===== src/rtl/alu_disp_pkg.sv =====
// Shared types and constants for the ALU / octal-Gray / scanned 7-segment display path.
// Operation and FSM state encodings, display-mode constants, the segment lookup
// table and the digit-count helper live here.
package alu_disp_pkg;

   typedef enum logic [1:0] {
      OP_ADD = 2'b00,
      OP_SUB = 2'b01,
      OP_AND = 2'b10,
      OP_OR  = 2'b11
   } op_t;

   typedef enum logic [1:0] {
      IDLE = 2'd0,
      CALC = 2'd1,
      SHOW = 2'd2
   } state_t;

   localparam logic MODE_OCT  = 1'b0;
   localparam logic MODE_GRAY = 1'b1;

   // Active-high segments, bit0=a ... bit6=g; entry n is the glyph for octal digit n.
   localparam logic [7:0][6:0] SEG_LUT = {
      7'h07, 7'h7D, 7'h6D, 7'h66, 7'h4F, 7'h5B, 7'h06, 7'h3F
   };

   // Number of octal digits needed to show an n-bit value.
   function automatic int ceil_div3(input int n);
      return (n + 2) / 3;
   endfunction

endpackage


===== src/rtl/alu_disp_scan_if.sv =====
// Operand request / result / display bus of alu_disp_scan.
// Handshake: a request is accepted at a rising edge where Valid_in and Ready_out
// are both high; Ready_out is high in IDLE and SHOW and low only during the
// single CALC cycle, and operands/selects are only sampled at that accept edge.
// state_dbg exposes the FSM state for checkers and is not part of the board pinout.
interface alu_disp_scan_if #(
   parameter int WIDTH = 3
);
   localparam int RW     = WIDTH + 1;
   localparam int DIGITS = alu_disp_pkg::ceil_div3(RW);

   logic                      Valid_in;
   logic                      Ready_out;
   logic [WIDTH-1:0]          Num_A_in;
   logic [WIDTH-1:0]          Num_B_in;
   logic [1:0]                Sel_A_in;
   logic                      Sel_M_in;
   logic [RW-1:0]             Result_out;
   logic                      Done_out;
   logic [6:0]                Seg_out;
   logic [DIGITS-1:0]         Dig_en_out;
   logic                      Disp_on_out;
   alu_disp_pkg::state_t      state_dbg;

   // Requester side (switches / test driver).
   modport master (
      output Valid_in, Num_A_in, Num_B_in, Sel_A_in, Sel_M_in,
      input  Ready_out, Result_out, Done_out, Seg_out, Dig_en_out, Disp_on_out, state_dbg
   );

   // Block side.
   modport slave (
      input  Valid_in, Num_A_in, Num_B_in, Sel_A_in, Sel_M_in,
      output Ready_out, Result_out, Done_out, Seg_out, Dig_en_out, Disp_on_out, state_dbg
   );

endinterface


===== src/rtl/seg7_scan.sv =====
// Time-multiplexed 7-segment driver. Latches a display value on restart, then
// steps through the octal digits, holding each one for SCAN_DIV cycles.
// Segments and digit enables are registered together so they never disagree.
// Optional macro LEADING_ZERO_BLANK_EN blanks leading zero digits (digit 0 is
// always shown).
module seg7_scan
   import alu_disp_pkg::*;
#(
   parameter int DIGITS   = 2,
   parameter int SCAN_DIV = 1000
) (
   input  logic                  clk,
   input  logic                  rst_n,
   input  logic                  restart,
   input  logic                  en,
   input  logic [3*DIGITS-1:0]   value,
   output logic [6:0]            seg,
   output logic [DIGITS-1:0]     dig_en
);

   localparam int IW = (DIGITS > 1) ? $clog2(DIGITS) : 1;
   localparam int CW = $clog2(SCAN_DIV);

   logic [CW-1:0]         cnt_q, cnt_d;
   logic [IW-1:0]         idx_q, idx_d;
   logic [3*DIGITS-1:0]   val_q, val_d;
   logic [6:0]            seg_d;
   logic [DIGITS-1:0]     dig_d;
   logic [2:0]            digit;
   logic                  blank;
`ifdef LEADING_ZERO_BLANK_EN
   logic                  any_nz;
`endif

   // Next scan position, latched value and the glyph for the digit about to be lit.
   always_comb begin
      val_d = val_q;
      cnt_d = cnt_q;
      idx_d = idx_q;
      digit = 3'd0;
      blank = 1'b0;
      seg_d = 7'h00;
      dig_d = '0;
`ifdef LEADING_ZERO_BLANK_EN
      any_nz = 1'b0;
`endif
      if (restart) begin
         val_d = value;
         cnt_d = '0;
         idx_d = '0;
      end else if (en) begin
         if (cnt_q == CW'(SCAN_DIV - 1)) begin
            cnt_d = '0;
            idx_d = (idx_q == IW'(DIGITS - 1)) ? '0 : idx_q + 1'b1;
         end else begin
            cnt_d = cnt_q + 1'b1;
         end
      end else begin
         cnt_d = '0;
         idx_d = '0;
      end

      for (int i = 0; i < DIGITS; i++) begin
         if (IW'(i) == idx_d) digit = val_d[3*i +: 3];
      end

`ifdef LEADING_ZERO_BLANK_EN
      // A digit is a leading zero when it and every higher digit are zero.
      for (int i = 0; i < DIGITS; i++) begin
         if ((IW'(i) >= idx_d) && (val_d[3*i +: 3] != 3'd0)) any_nz = 1'b1;
      end
      blank = (idx_d != '0) && !any_nz;
`else
      blank = 1'b0;
`endif

      if (restart || en) begin
         seg_d = blank ? 7'h00 : SEG_LUT[digit];
         dig_d = DIGITS'(1) << idx_d;
      end
   end

   // Scan state and registered display outputs.
   always_ff @(posedge clk) begin
      if (!rst_n) begin
         cnt_q  <= '0;
         idx_q  <= '0;
         val_q  <= '0;
         seg    <= 7'h00;
         dig_en <= '0;
      end else begin
         cnt_q  <= cnt_d;
         idx_q  <= idx_d;
         val_q  <= val_d;
         seg    <= seg_d;
         dig_en <= dig_d;
      end
   end

endmodule


===== src/rtl/alu_disp_scan.sv =====
// Registered ALU with octal / Gray-octal scanned 7-segment display.
// IDLE waits for a request, CALC registers the result for one cycle, SHOW scans
// the display and accepts further requests. Optional macro LEADING_ZERO_BLANK_EN
// (handled in seg7_scan) blanks leading zero digits.
module alu_disp_scan
   import alu_disp_pkg::*;
#(
   parameter int WIDTH    = 3,
   parameter int SCAN_DIV = 1000
) (
   input  logic            CLK_in,
   input  logic            RST_n_in,
   alu_disp_scan_if.slave  bus
);

   localparam int RW     = WIDTH + 1;
   localparam int DIGITS = ceil_div3(RW);
   localparam int DW     = 3 * DIGITS;

   state_t            state_q, state_d;
   logic              ready, disp_on, accept;
   logic [WIDTH-1:0]  a_q, b_q;
   op_t               op_q;
   logic              mode_q;
   logic [RW-1:0]     result_q;
   logic              done_q;
   logic [RW-1:0]     a_ext, b_ext, alu_r, gray_r, show_r;
   logic [DW-1:0]     disp_val;

   assign accept = bus.Valid_in && ready;

   // FSM state register.
   always_ff @(posedge CLK_in) begin
      if (!RST_n_in) state_q <= IDLE;
      else           state_q <= state_d;
   end

   // FSM next state and handshake/status outputs.
   always_comb begin
      state_d = state_q;
      ready   = 1'b1;
      disp_on = 1'b0;
      case (state_q)
         IDLE: begin
            if (bus.Valid_in) state_d = CALC;
         end
         CALC: begin
            ready   = 1'b0;
            state_d = SHOW;
         end
         SHOW: begin
            disp_on = 1'b1;
            if (bus.Valid_in) state_d = CALC;
         end
         default: state_d = IDLE;
      endcase
   end

   // Operands, operation and mode are captured only at accept.
   always_ff @(posedge CLK_in) begin
      if (!RST_n_in) begin
         a_q    <= '0;
         b_q    <= '0;
         op_q   <= OP_ADD;
         mode_q <= MODE_OCT;
      end else if (accept) begin
         a_q    <= bus.Num_A_in;
         b_q    <= bus.Num_B_in;
         op_q   <= op_t'(bus.Sel_A_in);
         mode_q <= bus.Sel_M_in;
      end
   end

   // ALU on zero-extended operands; add keeps the carry, sub wraps to RW bits.
   always_comb begin
      a_ext = {1'b0, a_q};
      b_ext = {1'b0, b_q};
      alu_r = '0;
      case (op_q)
         OP_ADD:  alu_r = a_ext + b_ext;
         OP_SUB:  alu_r = a_ext - b_ext;
         OP_AND:  alu_r = a_ext & b_ext;
         OP_OR:   alu_r = a_ext | b_ext;
         default: alu_r = '0;
      endcase
   end

   // Display value: raw or Gray-coded result, zero-padded to whole octal digits.
   always_comb begin
      gray_r   = alu_r ^ (alu_r >> 1);
      show_r   = alu_r;
      case (mode_q)
         MODE_OCT:  show_r = alu_r;
         MODE_GRAY: show_r = gray_r;
      endcase
      disp_val         = '0;
      disp_val[RW-1:0] = show_r;
   end

   // Result register and one-cycle done pulse at the end of CALC.
   always_ff @(posedge CLK_in) begin
      if (!RST_n_in) begin
         result_q <= '0;
         done_q   <= 1'b0;
      end else begin
         done_q <= (state_q == CALC);
         if (state_q == CALC) result_q <= alu_r;
      end
   end

   seg7_scan #(
      .DIGITS   (DIGITS),
      .SCAN_DIV (SCAN_DIV)
   ) u_scan (
      .clk     (CLK_in),
      .rst_n   (RST_n_in),
      .restart (state_q == CALC),
      .en      (state_q == SHOW),
      .value   (disp_val),
      .seg     (bus.Seg_out),
      .dig_en  (bus.Dig_en_out)
   );

   assign bus.Ready_out   = ready;
   assign bus.Disp_on_out = disp_on;
   assign bus.Result_out  = result_q;
   assign bus.Done_out    = done_q;
   assign bus.state_dbg   = state_q;

endmodule


===== src/flat_wrapper.sv =====
// flat-port wrapper written by rule: the top's interface ports become plain ports
module alu_disp_scan_flat import alu_disp_pkg::*;
#(
   parameter int WIDTH    = 3,
   parameter int SCAN_DIV = 1000
)
  (CLK_in, RST_n_in, bus_Valid_in, bus_Num_A_in, bus_Num_B_in, bus_Sel_A_in, bus_Sel_M_in, bus_Ready_out, bus_Result_out, bus_Done_out, bus_Seg_out, bus_Dig_en_out, bus_Disp_on_out, bus_state_dbg);
  alu_disp_scan_if #(.WIDTH(WIDTH)) bus_i ();
  input  logic CLK_in;
  input  logic RST_n_in;
  input wire logic [$bits(bus_i.Valid_in)-1:0] bus_Valid_in;
  input wire logic [$bits(bus_i.Num_A_in)-1:0] bus_Num_A_in;
  input wire logic [$bits(bus_i.Num_B_in)-1:0] bus_Num_B_in;
  input wire logic [$bits(bus_i.Sel_A_in)-1:0] bus_Sel_A_in;
  input wire logic [$bits(bus_i.Sel_M_in)-1:0] bus_Sel_M_in;
  output wire logic [$bits(bus_i.Ready_out)-1:0] bus_Ready_out;
  output wire logic [$bits(bus_i.Result_out)-1:0] bus_Result_out;
  output wire logic [$bits(bus_i.Done_out)-1:0] bus_Done_out;
  output wire logic [$bits(bus_i.Seg_out)-1:0] bus_Seg_out;
  output wire logic [$bits(bus_i.Dig_en_out)-1:0] bus_Dig_en_out;
  output wire logic [$bits(bus_i.Disp_on_out)-1:0] bus_Disp_on_out;
  output wire logic [$bits(bus_i.state_dbg)-1:0] bus_state_dbg;
  assign bus_i.Valid_in = bus_Valid_in;
  assign bus_i.Num_A_in = bus_Num_A_in;
  assign bus_i.Num_B_in = bus_Num_B_in;
  assign bus_i.Sel_A_in = bus_Sel_A_in;
  assign bus_i.Sel_M_in = bus_Sel_M_in;
  assign bus_Ready_out = bus_i.Ready_out;
  assign bus_Result_out = bus_i.Result_out;
  assign bus_Done_out = bus_i.Done_out;
  assign bus_Seg_out = bus_i.Seg_out;
  assign bus_Dig_en_out = bus_i.Dig_en_out;
  assign bus_Disp_on_out = bus_i.Disp_on_out;
  assign bus_state_dbg = bus_i.state_dbg;
  alu_disp_scan #(.WIDTH(WIDTH), .SCAN_DIV(SCAN_DIV)) u_core (.CLK_in(CLK_in), .RST_n_in(RST_n_in), .bus(bus_i));
endmodule

===== config.mk =====
export PLATFORM = sky130hd
export DESIGN_NAME = alu_disp_scan_flat
export DESIGN_NICKNAME = d
export VERILOG_FILES = /design/src/rtl/alu_disp_pkg.sv /design/src/rtl/alu_disp_scan_if.sv /design/src/rtl/seg7_scan.sv /design/src/rtl/alu_disp_scan.sv /design/src/flat_wrapper.sv
export SDC_FILE = /design/constraint.sdc
export NUM_CORES = 1
export LEC_CHECK = 0
export CAP_MARGIN = 20
export CORE_UTILIZATION = 40
export CTS_CLUSTER_DIAMETER = 150
export CTS_CLUSTER_SIZE = 12
export DETAILED_ROUTE_END_ITERATION = 8
export SETUP_SLACK_MARGIN = 0.02
export SLEW_MARGIN = 20
export SYNTH_ARGS = -nofsm -noshare
export SYNTH_HDL_FRONTEND = slang
export SYNTH_SLANG_ARGS = --single-unit

===== constraint.sdc =====
create_clock -name CLK_in -period 4.4 [get_ports CLK_in]
set_clock_uncertainty 0.1 [all_clocks]
set_input_delay 0.88 -clock CLK_in [delete_from_list [all_inputs] [get_ports CLK_in]]
set_output_delay 0.88 -clock CLK_in [all_outputs]
set_load 0.1 [all_outputs]

# Word-level counts from Yosys, hierarchy flattened
# Memories as Yosys holds them, arrays and structs flattened. A register that Yosys moved wholly into a read port is not among the register bits.
# Index checks and enable logic that the tools add are counted.
# op_classes
reduce_logical	8
bitwise	6
n_eq_ne	7
mux	12
addsub	4
shift	1
# op_table
op	n
4-bit case mux with 4 select lines	1
10-bit by 1-bit adder with 10-bit output (second input constant)	1
10-bit == test (second input constant)	1
4-bit case mux with 2 select lines	1
2-bit == test (second input constant)	3
1-bit two-way mux	6
6-bit two-way mux	1
3-bit by 3-bit adder with 4-bit output	1
2-bit by 1-bit == test with 1-bit output (second input constant)	2
2-bit zero test	2
2-bit case mux with 2 select lines	1
4-bit OR reduction	1
3-bit by 3-bit subtractor with 4-bit output	1
4-bit by 3-bit XOR with 4-bit output	1
3-bit bitwise AND	1
3-bit two-way mux	1
1-bit inverter	3
3-bit OR	1
2-bit two-way mux	1
2-bit by 1-bit inequality test with 1-bit output (second input constant)	1
2-bit AND reduction	1
2-bit OR reduction	1
1-bit by 1-bit left shift with 2-bit output (first input constant)	1
1-bit adder (second input constant)	1
other kinds (3)	3
# totals
out_inout_bits	18
regBits	35
inputBits	12
mem_count	1
romBits	56
word_cells	50
# mem_list
memory	words	word_bits	read_ports	rd_ports_with_merged_regs	wr	line_no	source
(no name shown)	8	7	1	1	0	seg7_scan.sv:78	seg_d = blank ? 7'h00 : SEG_LUT[digit];

# Longest topological paths before layout
# Gate-level depths: netlist (run 1).
# logic_depth
ltp_word	6
mapped_depth	14
depth_no_buf	13

# By module
# From an unflattened synthesis (run 1), not the netlist that was laid out.
# unflattened
hier_cells	233
hier_area_um2	2167.1
# modules_own_cells
mod	cells_each	n_inst	area_per_inst_um2	seq_area_each_um2
seg7_scan	119	1	1199.9	520.5
alu_disp_scan	114	1	967.2	320.3

# Worst setup path after synthesis (run 1)
# Ideal clock, no wire load.
# synth_path
kind	reg-to-reg
start	register u_core.state_q[1], in the netlist u_core.bus.state_dbg[1]
end	register u_core.u_scan.seg[3]
setup_time_ns	0.121
required_ns	4.179
period_less_slack_ns	3.965
setup_slack_ns	0.435
arrival_ns	3.744
n_path_buf	0
stages_incl_launch_ff	10
path_cell_list	dfxtp_1 ha_1 nor3b_1 and4_4 or2_1 mux2_1 o21a_1 ha_1 nor2_1 mux2_4
# synth_via
elab_chain_len	4
elab_cells_between_ends	9
cone_classes	eq/ne: 2; mux: 4; reduce/logical: 3
# synth_rtl
item	line_no	source
start: declaration	alu_disp_scan.sv:20	state_t state_q, state_d;
start signal: assignment	alu_disp_scan.sv:35	else state_q <= state_d;
2-bit == test / 2-bit by 1-bit == test with 1-bit output (equally long branches)	alu_disp_scan.sv:118, alu_disp_scan.sv:117	
1-bit two-way mux / 1-bit logical OR (equally long branches)	seg7_scan.sv:51, seg7_scan.sv:77	
1-bit two-way mux / 2-bit AND reduction (equally long branches)	--	
3-bit two-way mux / 1-bit zero test (equally long branches)	--	
end: declaration	seg7_scan.sv:17	output logic [6:0] seg,
# Parallel ways exist; a longest one is shown, timed or not.
# A chain may end at the register's enable or synchronous reset.

# Final worst setup path (run 1)
# layout_path
start	register u_core.b_q[0]
end	register u_core.u_scan.seg[3]
# layout_via
elab_chain_len	6
elab_cells_between_ends	9
cone_classes	add/sub: 2; mux: 4; bitwise: 3
# layout_rtl
item	line_no	source
start: declaration	alu_disp_scan.sv:22	logic [WIDTH-1:0] a_q, b_q;
start signal: assignment	alu_disp_scan.sv:68	b_q <= bus.Num_B_in;
3-bit by 3-bit subtractor with 4-bit output, or another cell as far along	alu_disp_scan.sv:81	OP_SUB: alu_r = a_ext - b_ext;
4-bit case mux with 4 select lines (*)	alu_disp_scan.sv:79	case (op_q)
4-bit by 3-bit XOR with 4-bit output	alu_disp_scan.sv:90	gray_r = alu_r ^ (alu_r >> 1);
4-bit case mux with 2 select lines (*)	alu_disp_scan.sv:92	case (mode_q)
6-bit two-way mux (*)	seg7_scan.sv:47	if (restart) begin
3-bit two-way mux (*)	seg7_scan.sv:64	if (IW'(i) == idx_d) digit = val_d[3*i +: 3];
# Mark *: on every way between the ends. The rest lies on a longest branch, timed or not.

==> results of run 1 <==
## how the worst min path moves through the flow
| stage | start | endpoint | slack [ns] | depth (start not counted) |
|---|---|---|---|---|
| 2_1_floorplan | u_core.u_scan.cnt_q[0]$_SDFF_PP0_ | u_core.u_scan.cnt_q[0]$_SDFF_PP0_ | 0.31 | 1 |
| 3_3_place_gp | u_core.u_scan.cnt_q[0]$_SDFF_PP0_ | u_core.u_scan.cnt_q[0]$_SDFF_PP0_ | 0.33 | 1 |
| 3_5_place_dp | u_core.u_scan.cnt_q[0]$_SDFF_PP0_ | u_core.u_scan.cnt_q[0]$_SDFF_PP0_ | 0.34 | 1 |
| 4_1_cts | u_core.u_scan.cnt_q[0]$_SDFF_PP0_ | u_core.u_scan.cnt_q[0]$_SDFF_PP0_ | 0.35 | 1 |
| 5_1_grt | u_core.u_scan.val_q[4]$_SDFF_PN0_ | u_core.u_scan.val_q[4]$_SDFF_PN0_ | 0.39 | 1 |
| 6_report | u_core.u_scan.cnt_q[0]$_SDFF_PP0_ | u_core.u_scan.cnt_q[0]$_SDFF_PP0_ | 0.35 | 1 |
## metal layers
layer | global-route usage, % | up-vias
met3 | 3.57 | 7
met4 | 6.17 | 0
li1 | - | 857
met2 | 24.4 | 28
met5 | 0 | -
met1 | 19.5 | 721
## kinds of logic (layout without fill, tap and decap cells)
family | Yosys count | after routing | share of synthesized area (%)
AND/OR/NAND/NOR | 87 | 87 | 21.0
AO/OA/AOI/OAI | 49 | 49 | 15.9
flip-flops | 42 | 42 | 38.6
buffers and inverters | 21 | 50 | 3.91
adder cells (fa/ha/maj) | 18 | 18 | 10.7
XOR/XNOR | 10 | 10 | 4.02
multiplexers | 10 | 10 | 5.86
## sequential cells by signal, summed over array words and instances, names as in the netlist
| register | flops |
|---|---|
| u_core.b_q | 3 |
| u_core.mode_q | 1 |
| u_core.u_scan.cnt_q | 10 |
| u_core.u_scan.seg | 7 |
| u_core.u_scan.val_q | 6 |
| u_core.u_scan.idx_q | 1 |
| u_core.u_scan.dig_en | 2 |
| u_core.op_q | 2 |
| u_core.a_q | 3 |
| u_core.bus.Result_out | 4 |
| u_core.bus.state_dbg | 2 |
| u_core.bus.Done_out | 1 |
## stage by stage
stage | power (mW) | cells
after CTS | 1.01 | 336
after detailed placement | 0.771 | 329
after floorplan | 0.698 | 237
final | 0.995 | 336
after global routing | 1.05 | 336
after global placement | 0.769 | 329
## final cells by class
type / count / area, um2 / area share, %
Inverter: 13 / 48.8 / 1.87
Tap cell: 70 / 87.6 / 3.37
Clock inverter: 2 / 10.0 / 0.385
Multi-Input combinational cell: 174 / 1250 / 48.1
Clock buffer: 5 / 68.8 / 2.64
Timing Repair Buffer: 30 / 295 / 11.3
Sequential cell: 42 / 841 / 32.3
## layout by cell type, fill, tap and decap left out, types with 3 or more instances in the layout
master	netlist	routed
xnor2_1	5	5
nand3_1	6	6
mux2i_1	5	5
a21oi_1	11	11
clkbuf_8	0	5
nand2_1	33	33
nor2_1	15	15
nor2b_1	6	6
or3_1	3	3
dfxtp_1	42	42
xor2_1	5	5
a21boi_0	13	13
clkdlybuf4s50_1	0	28
o21ai_0	8	8
ha_1	17	17
inv_1	13	13
and2_1	5	5
## worst max-delay path, stage by stage (launching register included)
cell and delay, ns:
dfxtp_1 0.41, inv_1 0.09, ha_1 0.29, nand2_1 0.05, o21ai_0 0.15, fa_1 0.44, xnor2_1 0.19, o221ai_1 0.16
xor2_1 0.20, o221ai_2 0.28, inv_1 0.13, ha_1 0.31, nor2_1 0.05, mux2_4 0.26
## power by group through the flow
| stage | clock (mW) | combinational [mW] | sequential, mW |
|---|---|---|---|
| detailed placement | 0 | 0.341 | 0.430 |
| floorplan | 0 | 0.162 | 0.536 |
| global route | 0.258 | 0.367 | 0.426 |
| CTS | 0.245 | 0.343 | 0.421 |
| global placement | 0 | 0.339 | 0.430 |
| finish | 0.235 | 0.339 | 0.421 |
==> out/metrics.csv, run 1 <==
metric,value,unit
wl_met2,1.66,mm
fill_cells,510,
fin_setup_tns,0,ns
timing.reg2reg.setup_slack,1.18,ns
synth_seq_cells,42,
cap_violations,0,
placed_area,0.00252,mm2
setup_viol,0,
hpwl,2.85,mm
wl,3.88,mm
top_layer,met4,
die_area,0.00574,mm2
worst_pin_slew,0.976,ns
reg2reg_from,u_core.b_q[0]$_SDFFE_PN0P_,
p_per_area,382,mW/mm2
cp-endpoint,u_core.u_scan.seg[3]$_SDFF_PN0_,
clk-insertion-delay-late,0.29,ns
p_comb_share,34.1,%
dr_total_vias,1613,
synth_top_area_cell,dfxtp_1,
status,"finished, final reports clean",
clock.fmax,310,MHz
synthCells,237,
rows,26,
grt_max_degree,26,
ctsHtreeMaxLevel,2,
synth_fp_nets,267,
reg2reg_depth,13,
dr.pass1.iters,4,
wl_met3,122,um
synth_area_leaders,"dfxtp_1 (39%), ha_1 (9.8%), nand2_1 (5.7%)",
area_delta_synth_final,19.5,%
yosysTopAreaCellShare,38.6,%
hold_slack,0.350,ns
num_io_pins,30,
die_y,75.8,um
pwr-share-clk,23.6,%
syn-mean-instance-area,9.19,um2
synth.distinct_cells,53,
port_buffers,29,
clock_path_buffers,2,
track_usage,15.2,%
synth_commonest_cells,"dfxtp_1 (42), nand2_1 (33), ha_1 (17)",
drive_gt1_share,9.02,%
via_per_inst,4.80,
ys.flop_type,dfxtp_1,
slew_headroom,34.7,%
drt-met1-wl,2.04,mm
switching_share,37.3,%
cts_tree,yes,
syn_area,0.00218,mm2
worst_slack,1.18,ns
gp_routability_congestion,0.819,
yosys_warnings,0,
synth_edf_count,0,
critical_path_class,register to register,
grt_pass1_vias,1452,
seqPwrFrac,42.3,%
final_area,0.00260,mm2
crit_fanout,5,
ir_drop,160,uV
grt_overflow,0,
grt_pass1_wl,6.44,mm
hold_viol,0,
layout.nets,296,
worst_setup_path_end_kind,register,
min_path_type,register to register,
die_w,75.8,um
r2r_end,u_core.u_scan.seg[3]$_SDFF_PN0_,
routedWlPerCell,11.6,um
yosysSeqAreaShare,38.6,%
post-route-period-util,73.2,%
ant_nets,0,
cts-buffers-inserted,5,
arrival,3.31,ns
rsz0062_at_grt,false,
pre_cts_ws,1.16,ns
cts-hold-fix-buffers,0,
p_int,624,uW
leakagePower,0.992,nW
antennaDiodeCount,0,
cts_resized,0,
finalCriticalPeriod,3.22,ns
crit_start,u_core.b_q[0]$_SDFFE_PN0P_,
antenna_found_initial,0,
clock-sinks,42,
route.detailed.drc,0,
start_kind,register,
fin_util,50.3,%
path_clk_slew,0.08,ns
start_util,42.1,%
post-cts-setup-buffer-count,0,
maxSlewViolCount,0,
cts_root_buf,clkbuf_8,
required,4.48,ns
async_flop_share,0,%
synth.most_common_cell,dfxtp_1,
drt_iter0_drc,39,
coreArea,0.00517,mm2
switchingPower,371,uW
Note: power is estimated with default switching activity, not from simulation.
==> inputs of run 2 (changes only) <==
==> constraint.sdc (replaced) <==
create_clock -name CLK_in -period 2.77 [get_ports CLK_in]
set_clock_uncertainty 0.1 [all_clocks]
set_input_delay 0.554 -clock CLK_in [delete_from_list [all_inputs] [get_ports CLK_in]]
set_output_delay 0.554 -clock CLK_in [all_outputs]
set_load 0.1 [all_outputs]
==> run 2 against run 1 <==
The run now ends with negative setup slack left. Global-route usage increased by 2.2 points. Cell count increased by 6.5%. Worst setup slack worse by 1.2 ns. Critical path type unchanged. Largest cell class unchanged.
==> out/metrics.csv, run 2 (synthesized netlist as in run 1, its figures left out) <==
metric,value,unit
worst_slack,-0.0167,ns
violations,negative setup slack,
coreArea,0.00517,mm2
cts_root_buf,clkbuf_8,
area.sequential,852,um2
clock_path_buffers,2,
start_kind,register,
fin_setup_tns,-0.0167,ns
die_area,0.00574,mm2
ir_drop,286,uV
via_per_inst,4.77,
layout.nets,317,
hpwl,3.20,mm
fin_util,56.3,%
setup_viol,1,
crit_fanout,3,
grt_overflow,0,
grt_pass1_wl,7.33,mm
placed_area,0.00266,mm2
cts-hold-fix-buffers,0,
cap_violations,0,
slew_headroom,57.1,%
die_y,75.8,um
critical_path_class,register to register,
arrival,2.87,ns
hold_viol,0,
fill_cells,488,
status,"complete, but fails checks",
worst_setup_path_end_kind,register,
track_usage,17.4,%
final_common_cell,buf_4,
worst_pin_slew,0.642,ns
finalCriticalPeriod,2.79,ns
post-route-period-util,101,%
num_io_pins,30,
ant_nets,0,
largest_register_ff_count,10,
rsz0062_at_grt,true,
cts-buffers-inserted,5,
dr.pass1.iters,4,
rows,26,
path_clk_slew,0.08,ns
start_util,42.1,%
grt_max_degree,25,
route.detailed.drc,0,
top_register,u_core.u_scan.cnt_q,
clock-sinks,42,
hold_slack,0.347,ns
min_path_type,register to register,
dr_total_vias,1709,
final_area,0.00291,mm2
ctsHtreeMaxLevel,2,
p_per_area,657,mW/mm2
final_cell_mix,"buf_4 (39), dfxtp_1 (37), nand2_1 (31), nor2_1 (14)",
clk-insertion-delay-late,0.30,ns
leakagePower,1.18,nW
reg_top3,"u_core.u_scan.cnt_q: 10 flops, u_core.u_scan.seg: 7 flops, u_core.u_scan.val_q: 6 flops",
gp_routability_congestion,0.830,
grt_pass1_vias,1616,
cts_tree,yes,
die_w,75.8,um
port_buffers,29,
required,2.86,ns
antennaDiodeCount,0,
wl,4.44,mm
drt_iter0_drc,87,
power,1.91,mW
routedWlPerCell,12.4,um
multi_input_area,0.00135,mm2
maxSlewViolCount,0,
drive_gt1_share,31.3,%
antenna_found_initial,0,
clock.fmax,359,MHz
area_delta_synth_final,33.7,%
run 2: changes by cell type in the layout (fill, tap and decap cells not counted), moves of 2 or more:
cell,before,now
inv_2,0,5
nand2_1,33,31
inv_1,13,7
buf_4,2,39
clkinv_2,2,0
dfxtp_1,42,37
dfxtp_2,0,3
ha_1,17,13
ha_4,0,3
or2_4,0,2
clkdlybuf4s50_1,28,11
bufinv_16,0,2
dfxtp_4,0,2
run 2: repair_timing:
action,CTS,global route
setup endpoints to repair,4,6
resized for setup,5,9
setup buffers,5,1
pin swaps,9,4
run 2: power by group:
part | internal, mW | switching (mW) | leakage (nW)
Sequential | 0.644 | 0.0216 | 0.345
Combinational | 0.248 | 0.404 | 0.762
Clock | 0.384 | 0.212 | 0.0714
Total | 1.28 | 0.638 | 1.18
run 2: final timing paths:
path              cells past startpoint  slack [ns]                               from                           endpoint
setup / recovery                     11       -0.02         u_core.b_q[1]$_SDFFE_PN0P_    u_core.u_scan.seg[3]$_SDFF_PN0_
hold / removal                        1        0.35  u_core.u_scan.cnt_q[0]$_SDFF_PP0_  u_core.u_scan.cnt_q[0]$_SDFF_PP0_
setup reg to reg                     11       -0.02         u_core.b_q[1]$_SDFFE_PN0P_    u_core.u_scan.seg[3]$_SDFF_PN0_
hold reg to reg                       1        0.35  u_core.u_scan.cnt_q[0]$_SDFF_PP0_  u_core.u_scan.cnt_q[0]$_SDFF_PP0_
run 2: critical path, stage by stage, from the launching register on:
cell     delay, ns
dfxtp_2       0.34
inv_2         0.05
ha_4          0.15
a21oi_2       0.11
xnor2_1       0.09
ha_1          0.36
a21oi_1       0.11
a211o_1       0.36
a21oi_4       0.21
mux2i_4       0.29
and2b_4       0.22
mux2_4        0.28
run 2: per-layer routing:
layer,share of wire [%],track usage [%],wire (um),vias up
met5,0,0,0,-
met4,1.9,7.20,85,0
met3,2.9,4.37,128,8
met2,45,28.3,2020,27
met1,50,21.8,2210,769
li1,-,-,-,905
run 2: layout make-up:
| type | count | area share (%) |
|---|---|---|
| sequential | 42 | 29.3 |
| multi-input combinational | 174 | 46.5 |
| clock inverter | 2 | 2.06 |
| clock buffer | 6 | 2.84 |
| inverter | 13 | 1.80 |
| timing repair buffer | 51 | 14.5 |
| tap | 70 | 3.01 |
run 2: through the flow:
step | setup slack (ns) | std cells
after floorplan | -0.0187 | 237
after global placement | -0.000872 | 344
after detailed placement | -0.0354 | 344
after CTS | -0.0236 | 357
after global routing | -0.162 | 358
final | -0.0167 | 358
==> inputs of run 3 (changes only) <==
--- a/config.mk
+++ b/config.mk
@@ -10,6 +10,7 @@
 export CTS_CLUSTER_DIAMETER = 150
 export CTS_CLUSTER_SIZE = 12
 export DETAILED_ROUTE_END_ITERATION = 8
+export RECOVER_POWER = 50
 export SETUP_SLACK_MARGIN = 0.02
 export SLEW_MARGIN = 20
 export SYNTH_ARGS = -nofsm -noshare
==> results of run 3 <==
The final DEF is identical to that of run 2; final timing and power are the same.
==> variant (config.mk and constraints of run 3) <==
`SCAN_DIV` is set to 1000 in 3 places; all go to 500.
--- a/src/rtl/seg7_scan.sv
+++ b/src/rtl/seg7_scan.sv
@@ -7,7 +7,7 @@
    import alu_disp_pkg::*;
 #(
    parameter int DIGITS   = 2,
-   parameter int SCAN_DIV = 1000
+   parameter int SCAN_DIV = 500
 ) (
    input  logic                  clk,
    input  logic                  rst_n,
--- a/src/rtl/alu_disp_scan.sv
+++ b/src/rtl/alu_disp_scan.sv
@@ -6,7 +6,7 @@
    import alu_disp_pkg::*;
 #(
    parameter int WIDTH    = 3,
-   parameter int SCAN_DIV = 1000
+   parameter int SCAN_DIV = 500
 ) (
    input  logic            CLK_in,
    input  logic            RST_n_in,
--- a/src/flat_wrapper.sv
+++ b/src/flat_wrapper.sv
@@ -2,7 +2,7 @@
 module alu_disp_scan_flat import alu_disp_pkg::*;
 #(
    parameter int WIDTH    = 3,
-   parameter int SCAN_DIV = 1000
+   parameter int SCAN_DIV = 500
 )
   (CLK_in, RST_n_in, bus_Valid_in, bus_Num_A_in, bus_Num_B_in, bus_Sel_A_in, bus_Sel_M_in, bus_Ready_out, bus_Result_out, bus_Done_out, bus_Seg_out, bus_Dig_en_out, bus_Disp_on_out, bus_state_dbg);
   alu_disp_scan_if #(.WIDTH(WIDTH)) bus_i ();
Behaviour: same outputs for any inputs over 10 cycles, from zero or initial values and one cycle with RST_n_in low; that may be too few to reach the edited logic, so the function may still have changed.
==> variant against run 3 <==
  * The flow still finishes with violations (setup timing)
  * Global-route usage rose by 0.83 points
  * Sequential share of layout area fell by 0.67 points
  * Power fell by 8.1%
  * Synthesized area fell by 4.3%
  * Maximum frequency fell by 0.66%
  * Worst setup slack got worse by 0.019 ns
  * Die area fell by 4.1%
  * Wire length rose by 5.6%
  * Largest power group is now combinational cells
  * Sequential cell count fell by 1
  * Cell area fell by 0.21%
  * Final cell count fell by 0.28%
  * Sequential power fell by 2%
==> variant: results (changes against run 3) <==
metric;value;unit;change
grt_pass1_wl;7.58;mm;+3.4%
place.gp.congestion;0.817;;-1.6%
wire_per_inst;13.1;um;+5.9%
critical-path-max-stage-delay;0.50;ns;+0.14 ns
globalRouteTotalUtil;18.2;%;+0.83 points
status;finished with violations;;
grt_pass1_vias;1628;;+0.74%
finalSetupViolCount;4;;+3
number_of_cell_instances_on_the_worst_register_to_register_path;12;;+1
drt_iter0_drc;49;;-44%
critical_path.reg2reg.endpoint;u_core.u_scan.seg[3];;
hpwl;3.12;mm;-2.5%
postCtsSetupBuffers;9;;+4
setup_ws;-0.0353;ns;-0.0186 ns
crit_arrival;2.88;ns;about the same
route.vias.total;1706;;-0.18%
drive_above_1_share;36.6;%;+5.3 points
hold_path_class;flip-flop to flip-flop;;
slew_headroom;61.9;%;+4.8 points
reg.largest.list;u_core.u_scan.cnt_q (9), u_core.u_scan.seg (7), u_core.u_scan.val_q (6);;
cellLeakagePower;1.18;nW;about the same
num-fill-cells;441;;-9.6%
placed_area;2570;um^2;-3.5%
seq_area_frac_synth;39.4;%;+0.76 points
post_synth_main_area_contributors;sky130_fd_sc_hd__dfxtp_1 39%, sky130_fd_sc_hd__ha_1 10%, sky130_fd_sc_hd__nand2_1 6.3%;;
post_cts_resize_count;17;;+12
postSynthNetCount;260;;-2.6%
failed_checks;setup timing;;
crit_path_top_delay_cell;sky130_fd_sc_hd__fa_2;;
worst_slack_after_detailed_placement;-0.119;ns;-0.0836 ns
max-vdd-ir-drop;442;uV;+54%
critical_path.top_delay_family;adder cells;;
synthDistinctLibCells;47;;-11%
ys_top_cells_by_count;41 x sky130_fd_sc_hd__dfxtp_1, 35 x sky130_fd_sc_hd__nand2_1, 23 x sky130_fd_sc_hd__nor2_1;;
-- variant: metrics by stage --
stage / hold WS (ns) / instances / TNS [ns] / power (mW) / util [%]
2_1_floorplan: 0.318 / 230 / 0 / 1.09 / -
3_3_place_gp: 0.334 / 336 / -0.167 / 1.24 / 52.6
3_5_place_dp: 0.340 / 336 / -0.330 / 1.24 / 52.6
4_1_cts: 0.353 / 353 / -0.112 / 1.72 / 57.9
5_1_grt: 0.378 / 357 / -0.609 / 1.85 / 59.5
6_report: 0.354 / 357 / -0.0526 / 1.76 / 59.5
-- variant: layout make-up --
class                      count  area, um^2  share of cell area, %
clock inverter                 3        17.5                  0.603
clock buffer                   5        68.8                   2.37
sequential                    41         831                   28.6
inverter                      12        50.0                   1.72
tap                           67        83.8                   2.89
timing repair buffer          60         482                   16.6
multi-input combinational    169        1370                   47.2
-- variant: power by group --
part,leakage [nW],switching (mW),internal [mW]
Clock,0.0439,0.215,0.174
Sequential,0.336,0.0219,0.630
Combinational,0.799,0.432,0.287
Total,1.18,0.669,1.09
-- variant: worst reg2reg max path, stage by stage (launching register included) --
cell                        delay (ns)
sky130_fd_sc_hd__dfxtp_2          0.34
sky130_fd_sc_hd__inv_2            0.04
sky130_fd_sc_hd__ha_4             0.23
sky130_fd_sc_hd__mux2i_4          0.16
sky130_fd_sc_hd__fa_2             0.50
sky130_fd_sc_hd__o2bb2ai_4        0.19
sky130_fd_sc_hd__nand2_2          0.10
sky130_fd_sc_hd__xor2_2           0.17
sky130_fd_sc_hd__nand2_1          0.11
sky130_fd_sc_hd__o21a_2           0.17
sky130_fd_sc_hd__ha_4             0.28
sky130_fd_sc_hd__nor2_2           0.04
sky130_fd_sc_hd__mux2_4           0.27
-- variant: worst min path at each step --
stage               slack (ns)  depth (start not counted)                      to
floorplan                 0.32                          1  u_core.u_scan.cnt_q[0]
global placement          0.33                          1  u_core.u_scan.cnt_q[0]
detailed placement        0.34                          1  u_core.u_scan.cnt_q[0]
CTS                       0.35                          1  u_core.u_scan.cnt_q[0]
global route              0.38                          1  u_core.u_scan.cnt_q[0]
finish                    0.35                          1  u_core.u_scan.cnt_q[0]
-- variant: cell families after synthesis --
| group | after synthesis | share of synthesized area [%] |
|---|---|---|
| xor+xnor | 12 | 5.04 |
| compound gates | 41 | 14.5 |
| flops | 41 | 39.4 |
| simple gates | 88 | 20.8 |
| buf+inv | 20 | 3.78 |
| mux | 10 | 5.34 |
| fa+ha+maj | 18 | 11.2 |
-- variant: per-layer routing --
metal	vias to the layer above	share of wire [%]	track usage (%)
li1	881	-	-
met1	803	50	25.3
met2	20	47	28.0
met3	2	2.3	3.25
met4	0	0.26	7.05
met5	-	0	0
